[config.mk]
export PLATFORM = sky130hd
export DESIGN_NAME = light_phase_scheduler
export DESIGN_NICKNAME = d
export VERILOG_FILES = /design/src/rtl/light_phase_scheduler.sv
export SDC_FILE = /design/constraint.sdc
export NUM_CORES = 1
export LEC_CHECK = 0
export CAP_MARGIN = 20
export CELL_PAD_IN_SITES_DETAIL_PLACEMENT = 1
export CELL_PAD_IN_SITES_GLOBAL_PLACEMENT = 1
export CORE_UTILIZATION = 39
export CTS_CLUSTER_SIZE = 25
export DETAILED_ROUTE_END_ITERATION = 16
export PLACE_DENSITY = 0.85
export SETUP_SLACK_MARGIN = 0.3
export SLEW_MARGIN = 25
export SYNTH_ARGS = -nofsm -noshare
export SYNTH_HDL_FRONTEND = slang
export SYNTH_SLANG_ARGS = --single-unit
[constraint.sdc]
create_clock -name Clk -period 4.5 [get_ports Clk]
set_clock_uncertainty 0.2 [all_clocks]
set_input_delay 0.9 -clock Clk [delete_from_list [all_inputs] [get_ports Clk]]
set_output_delay 0.9 -clock Clk [all_outputs]
set_load 0.02 [all_outputs]
[src/rtl/light_phase_scheduler.sv]
// Two-way intersection phase sequencer with per-direction BCD countdown displays.
// Define LIGHT_WINK_EN to build the idle-traffic wink (flash) mode and its idle counter.
module light_phase_scheduler #(
    parameter int GREEN_A_SEC = 30,
    parameter int GREEN_B_SEC = 30,
    parameter int ALL_RED_SEC = 3,
    parameter int IDLE_SEC    = 5
) (
    input  logic       Clk,
    input  logic       Rst,
    input  logic       Tick,
    input  logic       A_Traffic,
    input  logic       B_Traffic,
    input  logic       A,
    input  logic       B,
    input  logic       R,
    output logic       A_Light,
    output logic       B_Light,
    output logic [3:0] A_Time_L,
    output logic [3:0] A_Time_H,
    output logic [3:0] B_Time_L,
    output logic [3:0] B_Time_H,
    output logic [2:0] Phase
);
    typedef enum logic [2:0] {
        ALLRED_TO_A = 3'd0,
        GREEN_A     = 3'd1,
        ALLRED_TO_B = 3'd2,
        GREEN_B     = 3'd3,
        WINK        = 3'd4,
        MANUAL      = 3'd5
    } phase_t;

    localparam logic [6:0] GA_CNT = 7'(GREEN_A_SEC);
    localparam logic [6:0] GB_CNT = 7'(GREEN_B_SEC);
    localparam logic [6:0] AR_CNT = 7'(ALL_RED_SEC);
    localparam logic [7:0] GB_8   = 8'(GREEN_B_SEC);
    localparam logic [7:0] GA_8   = 8'(GREEN_A_SEC);
    localparam logic [7:0] AR_8   = 8'(ALL_RED_SEC);

    phase_t     state_reg;
    logic [6:0] count_reg;
    logic       blink_reg;
    logic       last_tick;
    logic       state_ok;
    logic       go_wink;
    logic       manual_req;
    logic       manual_exit;

    assign last_tick   = (count_reg <= 7'd1);
    assign manual_req  = (A | B) & ~R;
    assign manual_exit = R | ~(A | B);

`ifdef LIGHT_WINK_EN
    localparam logic [6:0] IDLE_CNT = 7'(IDLE_SEC);
    logic [5:0] idle_reg;
    logic [5:0] idle_next;

    assign state_ok  = (state_reg <= MANUAL);
    assign idle_next = (A_Traffic | B_Traffic) ? 6'd0 :
                       (idle_reg == 6'd63)     ? 6'd63 : idle_reg + 6'd1;
    assign go_wink   = ({1'b0, idle_reg} >= IDLE_CNT);

    // Outside the timed phases idle is held at zero, so every exit starts fresh.
    always_ff @(posedge Clk or negedge Rst) begin
        if (!Rst) begin
            idle_reg <= 6'd0;
        end else if (state_reg[2]) begin
            idle_reg <= 6'd0;
        end else if (Tick && !manual_req) begin
            idle_reg <= idle_next;
        end
    end
`else
    assign state_ok = (state_reg <= MANUAL) && (state_reg != WINK);
    assign go_wink  = 1'b0;
`endif

    always_ff @(posedge Clk or negedge Rst) begin
        if (!Rst) begin
            state_reg <= ALLRED_TO_A;
            count_reg <= AR_CNT;
            blink_reg <= 1'b0;
        end else if (!state_ok) begin
            state_reg <= ALLRED_TO_A;
            count_reg <= AR_CNT;
        end else if (state_reg == MANUAL) begin
            if (manual_exit) begin
                state_reg <= ALLRED_TO_A;
                count_reg <= AR_CNT;
            end
        end else if (manual_req) begin
            state_reg <= MANUAL;
        end else if (Tick) begin
            case (state_reg)
                ALLRED_TO_A: begin
                    if (last_tick) begin
                        state_reg <= GREEN_A;
                        count_reg <= GA_CNT;
                    end else begin
                        count_reg <= count_reg - 7'd1;
                    end
                end
                ALLRED_TO_B: begin
                    if (last_tick) begin
                        state_reg <= GREEN_B;
                        count_reg <= GB_CNT;
                    end else begin
                        count_reg <= count_reg - 7'd1;
                    end
                end
                GREEN_A: begin
                    if (!last_tick) begin
                        count_reg <= count_reg - 7'd1;
                    end else if (go_wink) begin
                        state_reg <= WINK;
                        blink_reg <= 1'b0;
                    end else if (A_Traffic && !B_Traffic) begin
                        count_reg <= GA_CNT;
                    end else begin
                        state_reg <= ALLRED_TO_B;
                        count_reg <= AR_CNT;
                    end
                end
                GREEN_B: begin
                    if (!last_tick) begin
                        count_reg <= count_reg - 7'd1;
                    end else if (go_wink) begin
                        state_reg <= WINK;
                        blink_reg <= 1'b0;
                    end else if (B_Traffic && !A_Traffic) begin
                        count_reg <= GB_CNT;
                    end else begin
                        state_reg <= ALLRED_TO_A;
                        count_reg <= AR_CNT;
                    end
                end
                WINK: begin
                    blink_reg <= ~blink_reg;
                    if (A_Traffic) begin
                        state_reg <= ALLRED_TO_A;
                        count_reg <= AR_CNT;
                    end else if (B_Traffic) begin
                        state_reg <= ALLRED_TO_B;
                        count_reg <= AR_CNT;
                    end
                end
                default: ;
            endcase
        end
    end

    logic [7:0] count_8;
    logic [7:0] a_val;
    logic [7:0] b_val;
    logic       blank;

    assign count_8 = {1'b0, count_reg};

    // Each display shows the seconds until that direction's light next changes.
    always_comb begin
        A_Light = 1'b0;
        B_Light = 1'b0;
        a_val   = count_8;
        b_val   = count_8;
        blank   = 1'b0;
        case (state_reg)
            ALLRED_TO_A: b_val = count_8 + GA_8 + AR_8;
            GREEN_A: begin
                A_Light = 1'b1;
                b_val   = count_8 + AR_8;
            end
            ALLRED_TO_B: a_val = count_8 + GB_8 + AR_8;
            GREEN_B: begin
                B_Light = 1'b1;
                a_val   = count_8 + AR_8;
            end
            WINK: begin
                A_Light = blink_reg;
                B_Light = blink_reg;
                blank   = 1'b1;
            end
            MANUAL: begin
                A_Light = A & ~B;
                B_Light = B & ~A;
                blank   = 1'b1;
            end
            default: blank = 1'b1;
        endcase
    end

    logic [1:0][7:0] disp_val;
    logic [1:0][3:0] digit_h;
    logic [1:0][3:0] digit_l;

    assign disp_val = {b_val, a_val};

    genvar gi;
    for (gi = 0; gi < 2; gi++) begin : g_bcd
        logic [7:0] sat;
        assign sat          = (disp_val[gi] > 8'd99) ? 8'd99 : disp_val[gi];
        assign digit_h[gi]  = blank ? 4'hF : 4'(sat / 8'd10);
        assign digit_l[gi]  = blank ? 4'hF : 4'(sat % 8'd10);
    end

    assign A_Time_H = digit_h[0];
    assign A_Time_L = digit_l[0];
    assign B_Time_H = digit_h[1];
    assign B_Time_L = digit_l[1];
    assign Phase    = state_reg;

endmodule

==> Implementation_results.wiki, run 1 <==
{| class="wikitable"
! Metric !! Value
|-
| Result of the run || did not finish
|-
| Stop stage || 5_1_grt
|-
| Error message || [ERROR DPL-0033] detailed placement checks failed during check placement.
|-
| Horiz. Die Dim || 72.7 µm
|-
| H-tree lvl count || 1
|-
| IO Pins || 29
|-
| Distinct cells, synth || a little over 60
|-
| Die Y || 72.7 µm
|-
| Library cell used as clock root buffer || clkbuf_8
|-
| #FFs+latches synth || 11
|-
| Final GP Congestion || 0.948
|-
| Number of nets produced by synthesis || 300
|-
| Cell area after technology mapping || 1950 µm²
|-
| Proportion of register bits with asynchronous set or reset after synthesis || 100%
|-
| Maximum buffer depth of the clock tree || 2
|-
| Post-detail-place hpwl || approximately 6500 µm
|-
| Pin category terminating the worst setup path after the last repair || primary output
|-
| Synthesized instance count || between 200 and 300
|-
| Hold-fix buffer count after cts || 0
|-
| Starting utilization of the core area || 41.0%
|-
| Number of warnings issued by yosys || 0
|-
| Count of input and output buffers || 28
|-
| Worst endpoint after global-route timing repair || A_Time_L[1]
|-
| Placed Cells || 436
|-
| Total clock buffers created by CTS || 3
|-
| EDFF count, synth || 0
|-
| Largest net degree at the start of global routing || 15
|-
| Fraction of the yosys area taken by sequential cells || 14.2%
|-
| Number of antenna violations at the first check in global routing || 0
|-
| Primary FF master, synth || dfrtp_1
|-
| Number of clock sinks || 11
|-
| Std-Cell Rows || 25
|-
| Post-Synthesis Mean Instance Area || 6.80 µm²
|}
-- cells by family after synthesis --
group                      after synthesis  share of synthesized area, %
muxes                                    3                          1.54
xor gates and xnor gates                17                          8.02
adders and majority gates                8                          4.75
DFF                                     11                          14.2
and+or+nand+nor                        124                          32.4
buffers and inverters                   26                          5.71
AOI/OAI and AO/OA                       98                          33.4
-- Yosys cell counts, types with 2 or more instances --
library cell	n	area (µm²)
o22ai_1	2	12.5
xor2_1	4	35.0
ha_1	5	62.6
dfstp_2	2	52.6
mux2i_1	3	30.0
nand2b_1	5	31.3
o21ai_0	24	120
a21oi_1	26	130
and3_1	6	37.5
nor4_1	6	37.5
buf_2	5	25.0
a221oi_2	3	45.0
a311o_1	2	20.0
o211ai_1	3	22.5
a311oi_1	3	26.3
o2111ai_1	2	17.5
nand3_1	9	45.0
dfrtp_1	9	225
xnor2_1	12	105
nand2_1	25	93.8
a211oi_1	3	22.5
o31ai_1	3	22.5
nor3_1	9	45.0
nor2_1	38	143
nor2b_1	3	18.8
inv_1	9	33.8
a21o_1	2	15.0
or3_1	4	25.0
or2_2	5	31.3
nand3b_1	2	15.0
and3b_1	2	17.5
o41ai_1	2	17.5
a31o_2	2	17.5
maj3_1	3	30.0
a31oi_1	7	43.8
a22oi_1	3	22.5
clkbuf_1	10	37.5
-- repair_timing --
item | CTS
setup buffers | 22
pin swaps | 31
gates cloned | 0
setup endpoints to repair | 15
resized for setup | 116
-- stage by stage --
step / area [µm²] / setup slack, ns / hold WS [ns] / setup TNS, ns / utilization [%]
4_1_cts: 3360 / -0.000177 / 0.176 / -0.000177 / 70.6
3_5_place_dp: 2780 / -0.366 / 0.161 / -1.56 / 58.4
3_3_place_gp: 2780 / -0.236 / 0.163 / -0.640 / 58.4
2_1_floorplan: 1960 / 0.214 / 0.222 / 0 / -
==> inputs of run 2 (changes only) <==
CELL_PAD_IN_SITES_DETAIL_PLACEMENT = not set   (was 1)
CELL_PAD_IN_SITES_GLOBAL_PLACEMENT = not set   (was 1)
CORE_UTILIZATION = 40   (was 39)
CTS_CLUSTER_SIZE = not set   (was 25)
PLACE_DENSITY = not set   (was 0.85)
PLACE_DENSITY_LB_ADDON = 0.15   (was not set)
SETUP_SLACK_MARGIN = not set   (was 0.3)
==> Implementation_results.wiki, run 2 <==
{| class="wikitable"
! Metric !! Value
|-
| Result of the run || complete, but fails checks
|-
| Failing checks || negative setup slack
|-
| Internal Power || between 0.0009 and 0.001 W
|-
| Std-Cell Rows || 25
|-
| Placed Cells || 422
|-
| Antenna cell count || 0
|-
| Unrepaired setup endpoints after global routing || yes
|-
| Kind of cell adding the most delay to the critical path || simple AND/OR/NAND/NOR gates
|-
| Largest stage delay on the critical path || 0.41 ns
|-
| Crit path arrival time || 3.45 ns
|-
| Setup Slack @ Placement || -0.192 ns
|-
| Startpoint class of the critical path || register
|-
| Proportion of power drawn by flip-flops and latches || 9.5%
|-
| Logic depth of the worst register-to-register path || 8
|-
| EDFF count, synth || 0
|-
| Layout Nets || between 300 and 400
|-
| Area delta synth->final || 56.2%
|-
| Min setup slack post-route || -0.0483 ns
|-
| Relative contribution of combinational cells to total power || 84.8%
|-
| Distinct cells, synth || 61
|-
| #FFs+latches synth || 11
|-
| Largest net degree at the start of global routing || 15
|-
| H-tree lvl count || 1
|-
| Maximum buffer depth of the clock tree || 2
|-
| Relative slew margins || between 40 and 50%
|-
| Critical Setup Path Class || register to primary output
|-
| Hold depth || 0
|-
| Fraction of the yosys area taken by sequential cells || 14.2%
|-
| Cell-by-cell listing of the critical path || buf_4 > buf_4 > maj3_1 > and3_4 > or2_2 > buf_4 > nor4_4 > a311o_1 > nand2_2 > or3_4 > a311o_1 > buf_6
|-
| Total net switching power || 0.000882 W
|-
| Horiz. Die Dim || 71.8 µm
|-
| Achievable Freq || 0.220 GHz
|-
| Post-Synthesis Mean Instance Area || 6.80 µm²
|-
| Maximum vdd drop || 0.304 mV
|-
| Clock power share || under 10%
|-
| Count of input and output buffers || 28
|-
| Most common cell after layout, fill and taps aside || buf_4
|-
| IO Pins || 29
|-
| Critical Path End Type || primary output
|-
| Final critical-path share of the clock period || 101%
|-
| Clock Pin Slew Worst Setup and Hold Paths || 0.06 ns
|-
| Commonest cells after routing, fill and taps aside || buf_4 (79), nor2_1 (37), a21oi_1 (26), nand2_1 (24), o21ai_0 (23)
|-
| Wirelength per Cell || between 15 and 20 µm
|-
| Dominant cell by count in the synthesized netlist || nor2_1
|-
| TritonCTS clock tree || done
|-
| Leading cell types by total area after synthesis || dfrtp_1 (12%), nor2_1 (7.3%), a21oi_1 (6.7%), o21ai_0 (6.2%), xnor2_1 (5.4%)
|-
| Number of stages on the worst setup path || 12
|-
| Time the worst path needs with I/O delays and setup || 4.55 ns
|-
| Cell seen most often among critical-path stages || buf_4
|-
| Number of warnings issued by yosys || 0
|-
| Library cell used as clock root buffer || clkbuf_8
|-
| Pwr Density || 588 nW/µm²
|-
| Final number of setup-violating endpoints || 4
|-
| Number of global-route vias before repair || 2,312
|-
| Area leader, netlist || dfrtp_1
|-
| Leakage component of the power || between 1 and 1.5 nW
|-
| First drt pass iteration count || 6
|-
| Total die area || 5160 µm²
|-
| Total wire length || 6710 µm
|-
| Total clock buffers created by CTS || 3
|-
| Flip-flop count of the largest register, all copies and words added || 7
|-
| Via count || 2,548
|-
| Cell area after placement || 2760 µm²
|-
| Die Y || between 70 and 80 µm
|-
| Final GP Congestion || 0.891
|-
| Post-detail-place hpwl || 4810 µm
|-
| Core region area || 4690 µm²
|-
| Number of clock sinks || 11
|-
| Final global-route overflow total || 0
|-
| Cell area after technology mapping || about 2000 µm²
|-
| TNS Setup || -0.113 ns
|-
| Worst path bufs/invs || 4
|-
| Total count of hold-check failures in the final report || 0
|-
| Worst-path maximum fanout || 4
|-
| Non-Filler Instances || 438
|-
| Hold-fix buffer count after cts || 0
|-
| Starting utilization of the core area || 41.6%
|-
| Clock latency reported for the late side of the worst-skew pair || approximately 0.24 ns
|-
| Number of DRC violations after detailed routing || 0
|-
| Global-route wire length before repair || a little over 10,000 µm
|-
| Synthesized instance count || roughly 290
|-
| Total chip power || 0.00179 W
|-
| Number of nets with antenna violations after detailed routing || 0
|-
| Number of nets produced by synthesis || 300
|-
| Layout cell share with drive strength beyond 1 || 33.9%
|-
| Max-cap violations || 0
|-
| Required time of the critical path || 3.40 ns
|-
| Number of slew-limit violations in the final report || 0
|-
| Primary FF master, synth || dfrtp_1
|-
| Switching fraction of total power || 49.2%
|-
| Leading cell types by count after synthesis || nor2_1 (38), a21oi_1 (26), nand2_1 (25), o21ai_0 (24), xnor2_1 (12)
|-
| Final design instance area without fill || 3050 µm²
|-
| Total global routing track utilization || 24.3%
|-
| Via count normalized by instance count || 5.82
|-
| Worst slew pin tran || 0.755 ns
|-
| Number of antenna violations at the first check in global routing || 0
|-
| Iter 0 DRT Violations || approximately 250
|-
| Type of the tightest min-delay check || register to register
|-
| Proportion of register bits with asynchronous set or reset after synthesis || 100%
|-
| Synth top area share || 11.5%
|-
| Worst-path cell with the longest stage delay || or3_4
|}
run 2: layer usage:
| layer | vias up | share of wire [%] | global-route usage (%) | routed length, µm |
|---|---|---|---|---|
| li1 | 1264 | - | - | - |
| met1 | 1191 | 44 | 32.2 | 2960 |
| met2 | 81 | 49 | 42.7 | 3280 |
| met3 | 12 | 5.5 | 1.13 | 371 |
| met4 | 0 | 1.4 | 7.19 | 95 |
| met5 | - | 0 | 0 | 0 |
run 2: area by class of cell:
class	count	area (µm²)
inverters	9	33.8
clock buffers	3	41.3
clock inverters	1	5.00
multi-input cells	250	1710
well taps	54	67.6
fillers	423	1650
repair buffers	110	915
flip-flops and latches	11	278
run 2: timing repair:
| action | CTS | global route |
|---|---|---|
| setup endpoints to repair | 8 | 12 |
| buffers inserted | 4 | 9 |
| endpoints found under the hold margin | 0 | 0 |
| gates resized for setup | 21 | 52 |
| pin swaps | 5 | 18 |
run 2: final timing paths:
kind	start	end	slack, ns
hold reg to reg	blink_reg	blink_reg	0.17
setup / recovery	count_reg[1]	A_Time_L[3]	-0.05
setup reg to reg	count_reg[3]	Phase[1]	1.50
max in group asynchronous	Rst	count_reg[1]	2.93
hold / removal	blink_reg	blink_reg	0.17
min in group asynchronous	Rst	count_reg[4]	0.81
run 2: cell families after synthesis:
| kind of cell | after synthesis | synth area share, % |
|---|---|---|
| buf+inv | 26 | 5.71 |
| mux | 3 | 1.54 |
| xor+xnor | 17 | 8.02 |
| simple gates | 124 | 32.4 |
| flops | 11 | 14.2 |
| compound gates | 98 | 33.4 |
| fa+ha+maj | 8 | 4.75 |
run 2: power by group through the flow:
stage	clock [W]	sequential [W]	combinational, W
6_report	0.000102	0.000171	0.00152
3_5_place_dp	0	0.000167	0.00139
5_1_grt	0.000108	0.000175	0.00165
2_1_floorplan	0	0.000149	0.000829
3_3_place_gp	0	0.000165	0.00139
4_1_cts	0.000103	0.000165	0.00138
run 2: through the flow:
step | utilization [%] | hold slack [ns]
after floorplan | - | 0.222
after global placement | 58.8 | 0.163
after detailed placement | 58.8 | 0.161
after CTS | 60.8 | 0.173
after global routing | 64.9 | 0.183
final | 64.9 | 0.167
Note: power is estimated with default switching activity, not from simulation.
==> inputs of run 3 (changes only) <==
SLEW_MARGIN = 15   (was 25)
==> results of run 3 <==
The final DEF is identical to that of run 2; final timing and power are the same.
==> inputs of run 4 (changes only) <==
clock period = 5.5 ns   (was 4.5 ns; I/O delays follow)
==> Implementation_results.wiki, run 4 (synthesis results as in run 2) <==
{| class="wikitable"
! Metric !! Value
|-
| Time the worst path needs with I/O delays and setup || 5.36 ns
|-
| Commonest cells after routing, fill and taps aside || nor2_1 (38), a21oi_1 (26), nand2_1 (25), clkdlybuf4s50_1 (25), o21ai_0 (24)
|-
| Worst slew pin tran || 0.790 ns
|-
| Final global-route overflow total || 0
|-
| Core region area || 4690 µm²
|-
| Routed wire length on met3 || 233 µm
|-
| Worst Setup EP || A_Time_L[1]
|-
| H-tree lvl count || 1
|-
| Final design instance area without fill || 2370 µm²
|-
| Logic depth of the worst register-to-register path || 7
|-
| Share of the core filled with cells || 50.6%
|-
| Area delta synth->final || 21.7%
|-
| Total die area || 5160 µm²
|-
| Largest net degree at the start of global routing || 16
|-
| Antenna cell count || 0
|-
| Final GP Congestion || between 0.9 and 1
|-
| Setup Slack @ Placement || between 0.2 and 0.3 ns
|-
| Number of stages on the worst setup path || 12
|-
| Worst-path cell with the longest stage delay || dfstp_2
|-
| IO Pins || 29
|-
| Starting utilization of the core area || 41.6%
|-
| Number of global-route vias before repair || 1,942
|-
| Clock Pin Slew Worst Setup and Hold Paths || ~0.050 ns
|-
| Max-cap violations || 0
|-
| Via count || about 2,300
|-
| Result of the run || completed
|-
| Startpoint class of the critical path || register
|-
| Critical Setup Path Class || register to primary output
|-
| Die Y || 71.8 µm
|-
| Maximum vdd drop || 0.243 mV
|-
| Layout Nets || ~330
|-
| Worst-path maximum fanout || 11
|-
| Min setup slack post-route || 0.141 ns
|-
| Highest metal layer with signal wires || met4
|-
| Wirelength per Cell || approximately 15 µm
|-
| First drt pass iteration count || 5
|-
| Number of DRC violations after detailed routing || 0
|-
| Count of input and output buffers || 28
|-
| Total clock buffers created by CTS || 3
|-
| Post-route met1 wirelength || 2570 µm
|-
| Horiz. Die Dim || 71.8 µm
|-
| Flip-flop count of the largest register, all copies and words added || 7
|-
| Final-layout fill cell count || ~460
|-
| FF+latch area || 278 µm²
|-
| Beginning of the critical path || count_reg[0]
|-
| Clock latency reported for the late side of the worst-skew pair || 0.24 ns
|-
| Reg-to-reg critical path startpoint || count_reg[4]
|-
| Number of antenna violations at the first check in global routing || 0
|-
| Pwr Density || roughly 500 nW/µm²
|-
| Largest stage delay on the critical path || 0.63 ns
|-
| Final critical-path share of the clock period || between 90% and 100%
|-
| Via count normalized by instance count || about 6.2
|-
| Critical Path End Type || primary output
|-
| Kind of cell adding the most delay to the critical path || compound AO/OA/AOI/OAI gates
|-
| Relative slew margins || 46.9%
|-
| Achievable Freq || 0.187 GHz
|-
| Cell-by-cell listing of the critical path || inv_1 > ha_1 > nand2b_1 > a211oi_1 > buf_4 > xor2_2 > nor3_1 > o311a_1 > a21boi_1 > a221oi_2 > mux2i_1 > clkdlybuf4s50_1
|-
| Unrepaired setup endpoints after global routing || yes
|-
| Multi-input gate area in the final layout || 1590 µm²
|-
| Std-Cell Rows || 25
|-
| Internal reg-to-reg setup slack || 2.72 ns
|-
| Iter 0 DRT Violations || 241
|-
| Total chip power || 0.00117 W
|-
| Leakage component of the power || around 0.97 nW
|-
| Hold-fix buffer count after cts || 0
|-
| Maximum buffer depth of the clock tree || 2
|-
| Total global routing track utilization || 21.0%
|-
| Routed met2 length || roughly 2400 µm
|-
| Total count of hold-check failures in the final report || 0
|-
| Number of nets with antenna violations after detailed routing || 0
|-
| Cell area after placement || 2290 µm²
|-
| Total wire length || 5310 µm
|-
| Layout cell share with drive strength beyond 1 || 10.6%
|-
| Worst path bufs/invs || 3
|-
| Endpoint of the worst-slack reg-to-reg timing path || count_reg[3]
|-
| Number of slew-limit violations in the final report || 0
|-
| Library cell used as clock root buffer || clkbuf_8
|-
| Crit path arrival time || 4.06 ns
|-
| Global-route wire length before repair || 8870 µm
|-
| Final number of setup-violating endpoints || 0
|-
| Most common cell after layout, fill and taps aside || nor2_1
|-
| Post-detail-place hpwl || around 3900 µm
|-
| TritonCTS clock tree || done
|-
| Number of clock sinks || 11
|-
| Type of the tightest min-delay check || register to register
|-
| Required time of the critical path || 4.20 ns
|}
[run 4: cell count changes in the layout (fill, tap and decap cells not counted), sizes merged]
cell,change
clkinv,-1
buf,-79
clkdlybuf4s50,+8
[run 4: metal layers]
layer | GRT usage [%] | vias up
met5 | 0 | -
met4 | 7.41 | 0
met3 | 0.281 | 5
met2 | 32.6 | 87
met1 | 31.3 | 1060
li1 | - | 1120
[run 4: power by group]
group	total (W)	switching, W	leakage [nW]	internal (W)
logic	0.000925	0.000521	0.802	0.000404
clock network	0.0000837	0.0000327	0.0228	0.0000511
registers	0.000164	0.0000612	0.142	0.000102
[run 4: area by class of cell]
type                            count  share of cell area, %
Inverter                            9                   1.42
Clock buffer                        4                   1.90
Timing Repair Buffer               38                   15.3
Tap cell                           54                   2.85
Multi-Input combinational cell    250                   66.8
Sequential cell                    11                   11.7
[run 4: through the flow]
step | TNS, ns | hold slack, ns | cells
2_1_floorplan | 0 | 0.222 | 287
3_3_place_gp | 0 | 0.183 | 361
3_5_place_dp | 0 | 0.176 | 361
4_1_cts | 0 | 0.188 | 365
5_1_grt | -0.0689 | 0.201 | 366
6_report | 0 | 0.183 | 366
[run 4: repair_timing]
action                                  CTS  global route
endpoints found under the setup margin    0             6
buffers inserted                          0             1
resized for setup                         0             7
[run 4: worst reg2reg max path: cells and delay by family, from the launching register on]
| kind | cells | cell delay [ns] |
|---|---|---|
| DFF | 1 | 0.56 |
| AOI/OAI and AO/OA | 5 | 0.78 |
| and+or+nand+nor | 2 | 1.12 |
[run 4: how the worst min path moves through the flow]
stage               startpoint        end  slack (ns)  cells past startpoint
finish               blink_reg  blink_reg        0.18                      0
global route         blink_reg  blink_reg        0.20                      0
global placement     blink_reg  blink_reg        0.18                      0
detailed placement   blink_reg  blink_reg        0.18                      0
CTS                  blink_reg  blink_reg        0.19                      0
floorplan            blink_reg  blink_reg        0.22                      1
